==> src/rtl/line_filler.sv <==
// ============================================================================
// Module      : line_filler
// Description : Fetches one scanline from video memory during blanking and
//               writes it into the line buffer from address 0 upward.
// Revision    : 1.0 - initial release
// ============================================================================
`default_nettype none

module line_filler #(
  parameter int AW   = 24,
  parameter int DW   = 16,
  parameter int LBAW = 9
) (
  input  logic            dotclk_i,
  input  logic            rst_i,
  input  logic            scanline_en_i,
  input  logic            start_i,
  input  logic [AW-1:0]   base_i,
  input  logic [LBAW:0]   words_i,
  output logic            m_cyc_o,
  output logic            m_stb_o,
  output logic [AW-1:0]   m_adr_o,
  input  logic            m_ack_i,
  input  logic [DW-1:0]   m_dat_i,
  output logic            lb_we_o,
  output logic [LBAW-1:0] lb_adr_o,
  output logic [DW-1:0]   lb_dat_o,
  output logic            busy_o,
  output logic            done_o,
  output logic            underrun_o
);

  typedef enum logic [0:0] {
    S_IDLE  = 1'b0,
    S_FETCH = 1'b1
  } state_t;

  state_t            state_q, state_d;
  logic              bus_q, bus_d;
  logic [AW-1:0]     adr_q, adr_d;
  logic [LBAW:0]     remaining_q, remaining_d;
  logic [LBAW-1:0]   index_q, index_d;
  logic              lb_we_q, lb_we_d;
  logic [LBAW-1:0]   lb_adr_q, lb_adr_d;
  logic [DW-1:0]     lb_dat_q, lb_dat_d;
  logic              done_q, done_d;
  logic              underrun_q, underrun_d;

  always_comb begin
    state_d     = state_q;
    bus_d       = bus_q;
    adr_d       = adr_q;
    remaining_d = remaining_q;
    index_d     = index_q;
    lb_we_d     = 1'b0;
    lb_adr_d    = lb_adr_q;
    lb_dat_d    = lb_dat_q;
    done_d      = 1'b0;
    underrun_d  = underrun_q;

    case (state_q)
      S_IDLE: begin
        // A start during active display would race the feeder, so drop it.
        if (start_i && !scanline_en_i) begin
          adr_d       = base_i;
          remaining_d = words_i;
          index_d     = '0;
          underrun_d  = 1'b0;
          if (words_i != '0) begin
            bus_d   = 1'b1;
            state_d = S_FETCH;
          end else begin
            done_d = 1'b1;
          end
        end
      end

      S_FETCH: begin
        if (scanline_en_i) begin
          bus_d      = 1'b0;
          underrun_d = 1'b1;
          state_d    = S_IDLE;
        end else if (m_ack_i) begin
          lb_we_d     = 1'b1;
          lb_adr_d    = index_q;
          lb_dat_d    = m_dat_i;
          index_d     = index_q + LBAW'(1);
          adr_d       = adr_q + AW'(1);
          remaining_d = remaining_q - (LBAW+1)'(1);
          if (remaining_q == (LBAW+1)'(1)) begin
            bus_d   = 1'b0;
            done_d  = 1'b1;
            state_d = S_IDLE;
          end
        end
      end

      default: begin
        bus_d   = 1'b0;
        state_d = S_IDLE;
      end
    endcase
  end

  always_ff @(posedge dotclk_i) begin
    if (rst_i) begin
      state_q     <= S_IDLE;
      bus_q       <= 1'b0;
      adr_q       <= '0;
      remaining_q <= '0;
      index_q     <= '0;
      lb_we_q     <= 1'b0;
      lb_adr_q    <= '0;
      lb_dat_q    <= '0;
      done_q      <= 1'b0;
      underrun_q  <= 1'b0;
    end else begin
      state_q     <= state_d;
      bus_q       <= bus_d;
      adr_q       <= adr_d;
      remaining_q <= remaining_d;
      index_q     <= index_d;
      lb_we_q     <= lb_we_d;
      lb_adr_q    <= lb_adr_d;
      lb_dat_q    <= lb_dat_d;
      done_q      <= done_d;
      underrun_q  <= underrun_d;
    end
  end

  assign m_cyc_o    = bus_q;
  assign m_stb_o    = bus_q;
  assign busy_o     = bus_q;
  assign m_adr_o    = adr_q;
  assign lb_we_o    = lb_we_q;
  assign lb_adr_o   = lb_adr_q;
  assign lb_dat_o   = lb_dat_q;
  assign done_o     = done_q;
  assign underrun_o = underrun_q;

endmodule

`default_nettype wire
==> config.mk <==
export PLATFORM = sky130hd
export DESIGN_NAME = line_filler
export DESIGN_NICKNAME = d
export VERILOG_FILES = /design/src/rtl/line_filler.sv
export SDC_FILE = /design/constraint.sdc
export NUM_CORES = 1
export LEC_CHECK = 0
export ABC_AREA = 1
export CAP_MARGIN = 10
export CORE_UTILIZATION = 48
export DETAILED_ROUTE_END_ITERATION = 16
export MAX_ROUTING_LAYER = met4
export PLACE_DENSITY = 0.84
export SKIP_CTS_REPAIR_TIMING = 1
export SLEW_MARGIN = 30
export SYNTH_ARGS = -nofsm -noshare
export SYNTH_HDL_FRONTEND = slang
export SYNTH_SLANG_ARGS = --single-unit
==> constraint.sdc <==
create_clock -name dotclk_i -period 1.8 [get_ports dotclk_i]
set_input_delay 0.36 -clock dotclk_i [delete_from_list [all_inputs] [get_ports dotclk_i]]
set_output_delay 0.36 -clock dotclk_i [all_outputs]
set_load 0.02 [all_outputs]
Word-level counts from Yosys, hierarchy flattened
Cells that the tools add are included.
{"block": "classes", "n_bitwise": 2, "addsub": 3, "n_reduce_logical": 8, "n_mux": 34, "n_eq_ne": 8}
{"cell": "$mux W24", "n": 3}
{"cell": "$pmux W24 S2", "n": 1}
{"cell": "$mux W10", "n": 3}
{"cell": "$mux W9", "n": 3}
{"cell": "$add A24 B1 Y24 const B", "n": 1}
{"cell": "$pmux W10 S2", "n": 1}
{"cell": "$mux W1", "n": 18}
{"cell": "$pmux W9 S2", "n": 1}
{"cell": "$eq A10 B1 Y1 const B", "n": 1}
{"cell": "$ne A2 B2 Y1 const B", "n": 5}
{"cell": "$reduce_bool A10 Y1", "n": 1}
{"cell": "$sub A10 B1 Y10 const B", "n": 1}
{"cell": "$add A9 B1 Y9 const B", "n": 1}
{"cell": "$pmux W1 S2", "n": 4}
{"cell": "$reduce_and A3 Y1", "n": 2}
{"cell": "$reduce_and A4 Y1", "n": 1}
{"cell": "$ne A3 B2 Y1 const B", "n": 1}
{"cell": "$ne A3 B3 Y1 const B", "n": 1}
{"cell": "$reduce_or A3 Y1", "n": 1}
{"cell": "$not A1 Y1", "n": 2}
{"cell": "$reduce_and A2 Y1", "n": 1}
{"cell": "$logic_and A1 B1 Y1", "n": 1}
{"cell": "$logic_not A1 Y1", "n": 1}
{"block": "totals", "output_inout_bits": 55, "ff_bits": 73}

Longest topological paths before layout
Gate-level depths: netlist of run 1.
{"block": "logic_depth", "ltp_word": 5, "mapped_depth": 10, "ltp_nobuf": 10}

Least setup slack after synthesis of run 1
Ideal clock, no wire load.
{"block": "synth_timing", "path_type": "register to register", "start": "reg adr_q[0] (netlist: m_adr_o[0])", "end": "reg adr_q[18] (netlist: m_adr_o[18])", "path_slack_ps": 200, "synth_period_minus_slack_ps": 1600, "path_stages_with_launch": 11, "required_time_ps": 1681, "arrival_time_ps": 1480, "path_cell_list": "dfxtp_1 ha_1 nand2_2 nor2_4 nand2_1 nor2_2 inv_2 nor2_1 nand2_1 nand3_1 a21oi_1"}
{"block": "synth_via", "elab_chain_cells": 4}
{"element": "start: declaration", "line": "40", "source": "logic [AW-1:0] adr_q, adr_d;"}
{"element": "start signal: assignment", "line": "120", "source": "adr_q <= adr_d;"}
{"element": "$add A24 B1 Y24", "line": "88", "source": "adr_d = adr_q + AW'(1);"}
{"element": "$mux W24", "line": "83", "source": "end else if (m_ack_i) begin"}
{"element": "$mux W24", "line": "79", "source": "if (scanline_en_i) begin"}
{"element": "$pmux W24 S2", "line": "61", "source": "case (state_q)"}
No other way between the ends. The select of a mux whose other input is x is not followed.
A chain may end at the register's enable or synchronous reset.

Worst setup path in the final report of run 1
{"block": "layout_timing", "start": "reg adr_q[3] (netlist: m_adr_o[3])", "end": "out m_adr_o[3]"}
{"element": "end: declaration", "line": "22", "source": "output logic [AW-1:0] m_adr_o,"}
No word-level cell between the ends.

==> results of run 1 <==
[state kept, by name, summed over array words and instances (netlist names)]
register	cells
underrun_o	1
m_adr_o	24
index_q	9
lb_we_o	1
lb_adr_o	9
state_q	1
busy_o	1
remaining_q	10
done_o	1
lb_dat_o	16
[worst paths after layout]
check                               start                       end  slack, ns
setup / recovery  m_adr_o[3]$_SDFFE_PP0P_                m_adr_o[3]       0.04
hold / removal    index_q[7]$_SDFFE_PP0P_   index_q[7]$_SDFFE_PP0P_       0.50
setup reg to reg  m_adr_o[0]$_SDFFE_PP0P_  m_adr_o[18]$_SDFFE_PP0P_       0.20
hold reg to reg   index_q[7]$_SDFFE_PP0P_   index_q[7]$_SDFFE_PP0P_       0.50
[layout make-up]
class	instances	area (µm²)
clock buffers	11	151.4
clock inverters	5	53.80
fillers	632	2371
inverters	41	153.9
multi-input cells	421	2077
flip-flops and latches	73	1461
well taps	102	127.6
repair buffers	130	1331
[kinds of logic (layout without fill, tap and decap cells)]
| family | after synthesis | after routing | share of synthesized area |
|---|---|---|---|
| and+or+nand+nor | 265 | 265 | 0.3119 |
| buffers and inverters | 69 | 187 | 0.07430 |
| xor gates and xnor gates | 10 | 10 | 0.02291 |
| DFF | 73 | 73 | 0.3823 |
| AOI/OAI and AO/OA | 142 | 142 | 0.1954 |
| adders and majority gates | 4 | 4 | 0.01309 |
[per-stage QoR]
step | instance area [µm²] | TNS [ns] | total power, µW
6_report | 5356 | 0 | 3891
5_1_grt | 5356 | -0.00007283 | 4059
3_5_place_dp | 5106 | -0.7885 | 2581
3_3_place_gp | 5106 | -0.2490 | 2559
4_1_cts | 5311 | -0.1228 | 3907
2_1_floorplan | 3822 | 0 | 2204
[synthesized netlist by cell type (2+ instances only)]
library cell,instances
buf_4,3
nor3b_1,2
nor2_8,2
a31oi_1,6
dfxtp_1,73
o21a_1,2
inv_1,37
a21o_1,2
nand3b_1,2
nor3_2,2
nor2_1,98
nand3_1,26
xor2_1,9
nand4_1,8
a21oi_1,57
buf_2,11
nand3_2,2
a211oi_1,4
nand2_1,97
nor3_1,11
nor2_4,2
nand2_2,5
o21ai_0,67
or2_2,2
clkbuf_1,14
ha_1,4
inv_2,4
nor2_2,3
[power groups by stage]
stage | Clock (µW) | Combinational (µW) | Sequential, µW
final | 1340 | 764 | 1780
after global placement | 0 | 743 | 1820
after detailed placement | 0 | 762 | 1820
after floorplan | 0 | 328 | 1880
after CTS | 1360 | 767 | 1780
after global routing | 1440 | 825 | 1800
[metal layers]
metal  wire length, µm  part of all wire  vias to the layer above  track usage
met5                 0                 0                        -            -
met4               165             0.015                        0       0.1257
met3               854             0.078                       22      0.06114
met2              5211              0.48                      200       0.4533
met1              4731              0.43                     1912       0.3143
li1                  -                 -                     2084            -
==> summary by stage, run 1 <==
Run status
The run finished with clean final reports.

Routing
The total vias in the final route is 4,218. The violation count after the first detailed-routing iteration is 245. The average detailed-routed wire length per instance is 14.00 µm.

The number of nets with antenna violations after routing is 0. The total routed wirelength is 10.96 mm. The first TritonRoute pass finished after 5 iterations. The number of design rule violations left after detail routing is 0. The via-per-instance ratio is 5.387.

Critical path
For the worst flop-to-flop path, the logic depth is 9. STA classifies the critical path endpoint as a primary output. The largest fanout of any net on the critical path is 5.

The total stage count of the critical path is 1. For the worst setup path, the data arrival time is 1.40 ns. The required time at the worst-slack endpoint is 1.44 ns. The kind of cell with the highest combined delay on the critical path is buffers and inverters. The signal on the critical path passes through clkdlybuf4s50_1. The buffering stage count on the worst path with inverters included is 1. The worst setup path is of the register to primary output kind. The cell with the largest stage delay on the worst path is clkdlybuf4s50_1. The critical path launch point type is a register. The peak per-stage delay on the critical path is 0.63 ns.

Yosys
Of the post-synthesis cell area, the dominant cell type holds 0.3823. Of all cell types, the one taking the most synthesized area is dfxtp_1. By area the synthesized netlist is led by dfxtp_1, nor2_1, nand2_1, o21ai_0, a21oi_1. Yosys mapped the design onto 36 distinct sky130hd cell types.

Of the synthesized area, sequential elements account for 0.3823. The post-synthesis cell area is 0.003822 mm². Yosys mapped a number of flops with a built-in enable equal to 0. The post-synthesis sequential element count is 73.

The number of nets in the synthesized netlist is 622. The share of flip-flops with an asynchronous set or reset is 0. The number of instances in the synthesized netlist is 563. The total of warnings raised by yosys is 0.

The per-instance average area after synthesis is between 6 and 7 µm². In the synthesized netlist the dominant register cell turns out to be dfxtp_1.

Floorplanning
The number of top-level pins is 110. Row generation in the floorplan step produced 32 rows. The overall die width is 91.24 µm. The placeable core region is 0.007727 mm². The floorplan die height is 91.24 µm. The die covers 0.008324 mm². The starting density of the core is 0.4947.

Final layout
The total number of nets in the final design is 735. The finished layout holds between 700 and 800 standard cells, fillers aside. The library cells used most frequently in the layout, excluding fill and tap cells, are nor2_1, nand2_1, clkdlybuf4s50_1. Leaving out fill and tap cells, the most frequent cell in the layout is nor2_1.

The post-synthesis to final-layout area growth is 40.13%. The utilization after layout is 0.6932. The number of antenna diodes in the final layout is 0. In the final layout, the share of cells above drive strength 1 is 0.09104.

Clock tree
CTS placed an instance of clkbuf_8 at the clock tree root. Counting along the longest clock path gives a buffer depth of 2. The number of H-tree branching levels is 3. The CTS tree is yes. The source-to-sink clock delay at the later pin of the worst-skew pair is 0.35 ns. Clock tree synthesis inserted a total of 9 buffers. The register clock-pin slew on the reported worst setup and hold paths is 0.08 ns. The number of sinks driven by the clock tree is 73.

Placement
The placer's final routability congestion estimate is 0.9049. The sum of net half-perimeters after detailed placement is 7.764 mm. The count of buffers from port buffering is 109.

At the placement stage, the worst setup path has a slack of -0.1368 ns. Once placement completed, the tool counted placed cells totaling 767.

Power
Of the total power, the clock network draws 0.345. Of the total power, the share spent switching nets is 0.2876. The switching power is 1119 µW. The total power divided by cell area is between 700 and 800 mW/mm².

The cell-internal power is 2772 µW. The proportion of power drawn by combinational gates is 0.196. The largest vdd supply drop is 423.9 µV.

The sequential fraction of design power is 0.458. The static leakage is 0.002383 µW.

Global route
In the global route stage, overall resource usage came out at 0.2731. The first global-routing pass estimated approximately 18 mm of wire. The number of antenna violations at the first check in global routing is 0. After global routing the overflow that remains totals 0. The via count of the first global-routing pass was 4,144. Entering global routing, the biggest net connects 35 pins.

STA
Static timing analysis puts the maximum clock frequency at 569.0 MHz. The final critical path time including I/O delays and setup is around 1.8 ns. The worst slew slack as a fraction of its limit is 0.7007. The worst hold slack is 0.5010 ns.

The hold violation count in the final report is 0. The final critical-path share of the clock period is 0.9764. In the post-route analysis, the smallest setup slack over all paths is around 0.042 ns. Setup violations remaining at the end of the flow were counted as 0. At the pin with the least slew margin, the transition time is 0.4455 ns. The count of final max-slew check failures is 0. Between clock sinks in the finished design, the worst skew comes to 0.008564 ns.

Min path
The class of the tightest hold or removal check is register to register. The worst hold path cell count is 2.

Job
The max-capacitance violation count is 0.
No activity file was read; power rests on OpenSTA's default activity.
==> inputs of run 2 (changes only) <==
--- a/config.mk
+++ b/config.mk
@@ -7,6 +7,7 @@
 export LEC_CHECK = 0
 export ABC_AREA = 1
 export CAP_MARGIN = 10
+export CORE_MARGIN = 2
 export CORE_UTILIZATION = 48
 export DETAILED_ROUTE_END_ITERATION = 16
 export MAX_ROUTING_LAYER = met4
==> summary by stage, run 2 (same netlist as run 1, synthesis figures left out) <==
Placement
Including well taps, the total number of placed cells is roughly 770. Detailed placement ended at an HPWL of 7.778 mm. The count of buffers from port buffering is 109. Summing all placed instances gives a cell area of between 0.005 and 0.006 mm². Routability-driven placement finished with a final weighted congestion of 0.9610.

Clock tree
The clock reaches the later pin of the worst-skew pair after 0.35 ns. The H-tree was split into 3 levels. The register clock-pin slew on the reported worst setup and hold paths is 0.08 ns.

The CTS tree is yes. No sink is reached through more buffers than the 2 on the longest clock path. CTS placed an instance of clkbuf_8 at the clock tree root. Counting the buffers created by CTS gives 9.

Counting every sink on the clock net gives 73.

STA
The hold violation count in the final report is 0. For the pin with the worst max-slew slack, the measured transition is 0.3978 ns. Setup repair after global routing left no endpoint under its margin. Based on the critical path, the design can be clocked at up to 566.6 MHz. The setup-violating endpoint count in the final report is 0. The final critical path time including I/O delays and setup is approximately 1.8 ns.

The setup skew after layout is between 0.007 and 0.008 ns. The final sum of negative setup slack is 0 ns. The count of final max-slew check failures is 0. Dividing the final minimum period by the clock period gives 0.9805. The worst pin sits at a relative slew slack of 0.7327. The worst hold slack is approximately 0.50 ns.

Routing
After detailed routing, the average wire length per cell comes to 13.92 µm. The total vias in the final route is 4,229. The total iterations of the first detailed-routing run is 4. After detailed routing, the number of remaining DRC violations is 0.

The via-per-instance ratio is 5.415. The number of nets with antenna violations after routing is 0. The violation count after the first detailed-routing iteration is 191. The total routed wirelength is around 11 mm.

Final layout
0 antenna diodes ended up in the layout. Once layout is complete, the utilization of the core stands at 0.6826. Fill cells in the final layout number 626. The total number of nets in the final design is 734.

The library cells used most frequently in the layout, excluding fill and tap cells, are nor2_1, nand2_1, clkdlybuf4s50_1. The post-synthesis to final-layout area growth is 38.00%. The finished cells cover roughly 0.0053 mm². The fraction of final layout cells with drive strength greater than 1 is 0.08689. The finished layout holds 781 standard cells, fillers aside. Leaving out fill and tap cells, the most frequent cell in the layout is nor2_1.

The register with the most flip-flops in the layout has 24 of them.

Power
In this run the power density over the cells is ~690 mW/mm². The largest vdd supply drop is 402.6 µV. The static leakage is 0.002316 µW.

Critical path
The critical path is of the register to primary output type. On the critical path the largest part of the delay comes from buffers and inverters. The peak per-stage delay on the critical path is 0.64 ns. The critical path goes through clkdlybuf4s50_1. The buffering stage count on the worst path with inverters included is 1. The critical path launch point type is a register.

The endpoint class of the critical path is a primary output. Along the worst path, the maximum fanout reaches 5. The data arrival time of the critical path is 1.40 ns. Data on the critical path is required at its endpoint by 1.44 ns. The slowest stage of the critical path belongs to the cell clkdlybuf4s50_1.

Global route
The number of antenna violations at the first check in global routing is 0. The total overflow left after global routing is 0. The via count of the first global-routing pass is 4,025. The pin count of the biggest net entering global routing is 35. The first global-routing pass estimated 18.11 mm of wire. In the global route stage, overall resource usage came out at 0.2628.

Floorplanning
The overall die width is 93.24 µm. The number of top-level pins is 110. The number of core rows is 32. The floorplan step defined a die boundary enclosing between 0.008 and 0.009 mm². The region available for standard cell placement spans 0.007727 mm². The initial utilization of the core area, before any placement, comes to 0.4947. The floorplan die height is around 93 µm.

Min path
The tightest min-delay check is of the register to register type.

Job
The max-capacitance violation count is 0.

Run status
The run finished with clean final reports.
==> run 2: cell count changes in the layout (fill, tap and decap cells not counted), sizes merged <==
cell	previous run	this run
buf	21	20
bufinv	1	0
clkdlybuf4s50	91	93
dlymetal6s2s	18	16
==> run 2: metal layers <==
metal | routed length [µm] | vias to the layer above | part of all wire | track usage
li1 | - | 2081 | - | -
met1 | 4721 | 1949 | 0.43 | 0.3217
met2 | 5070 | 184 | 0.47 | 0.4287
met3 | 935 | 15 | 0.086 | 0.05963
met4 | 146 | 0 | 0.013 | 0.08946
met5 | 0 | - | 0 | -
==> run 2: stage by stage <==
| stage | setup WS [ns] | power (µW) |
|---|---|---|
| after global routing | 0.004055 | 3824 |
| after floorplan | 0.2001 | 2204 |
| after detailed placement | -0.1141 | 2567 |
| final | 0.03506 | 3651 |
| after CTS | -0.03427 | 3682 |
| after global placement | -0.06056 | 2553 |
==> run 2: cell type report <==
type | count | area (µm²) | share of cell area
Tap cell | 102 | 127.6 | 0.02419
Inverter | 41 | 153.9 | 0.02917
Timing Repair Buffer | 129 | 1294 | 0.2453
Clock buffer | 11 | 141.4 | 0.02680
Multi-Input combinational cell | 421 | 2077 | 0.3937
Clock inverter | 4 | 20.02 | 0.003795
Sequential cell | 73 | 1461 | 0.2770
==> run 2: worst paths after layout <==
path	from	endpoint	slack, ns	cells past startpoint
worst max-delay path	m_adr_o[3]$_SDFFE_PP0P_	m_adr_o[3]	0.04	1
worst min-delay path	index_q[7]$_SDFFE_PP0P_	index_q[7]$_SDFFE_PP0P_	0.50	2
worst max register to register	m_adr_o[2]$_SDFFE_PP0P_	m_adr_o[15]$_SDFFE_PP0P_	0.20	9
worst min register to register	index_q[7]$_SDFFE_PP0P_	index_q[7]$_SDFFE_PP0P_	0.50	2
==> run 2: power breakdown <==
part	total [µW]	switching (µW)	internal [µW]
Clock	1120	599	522
Combinational	746	390	357
Sequential	1780	88.4	1700
Total	3650	1080	2570
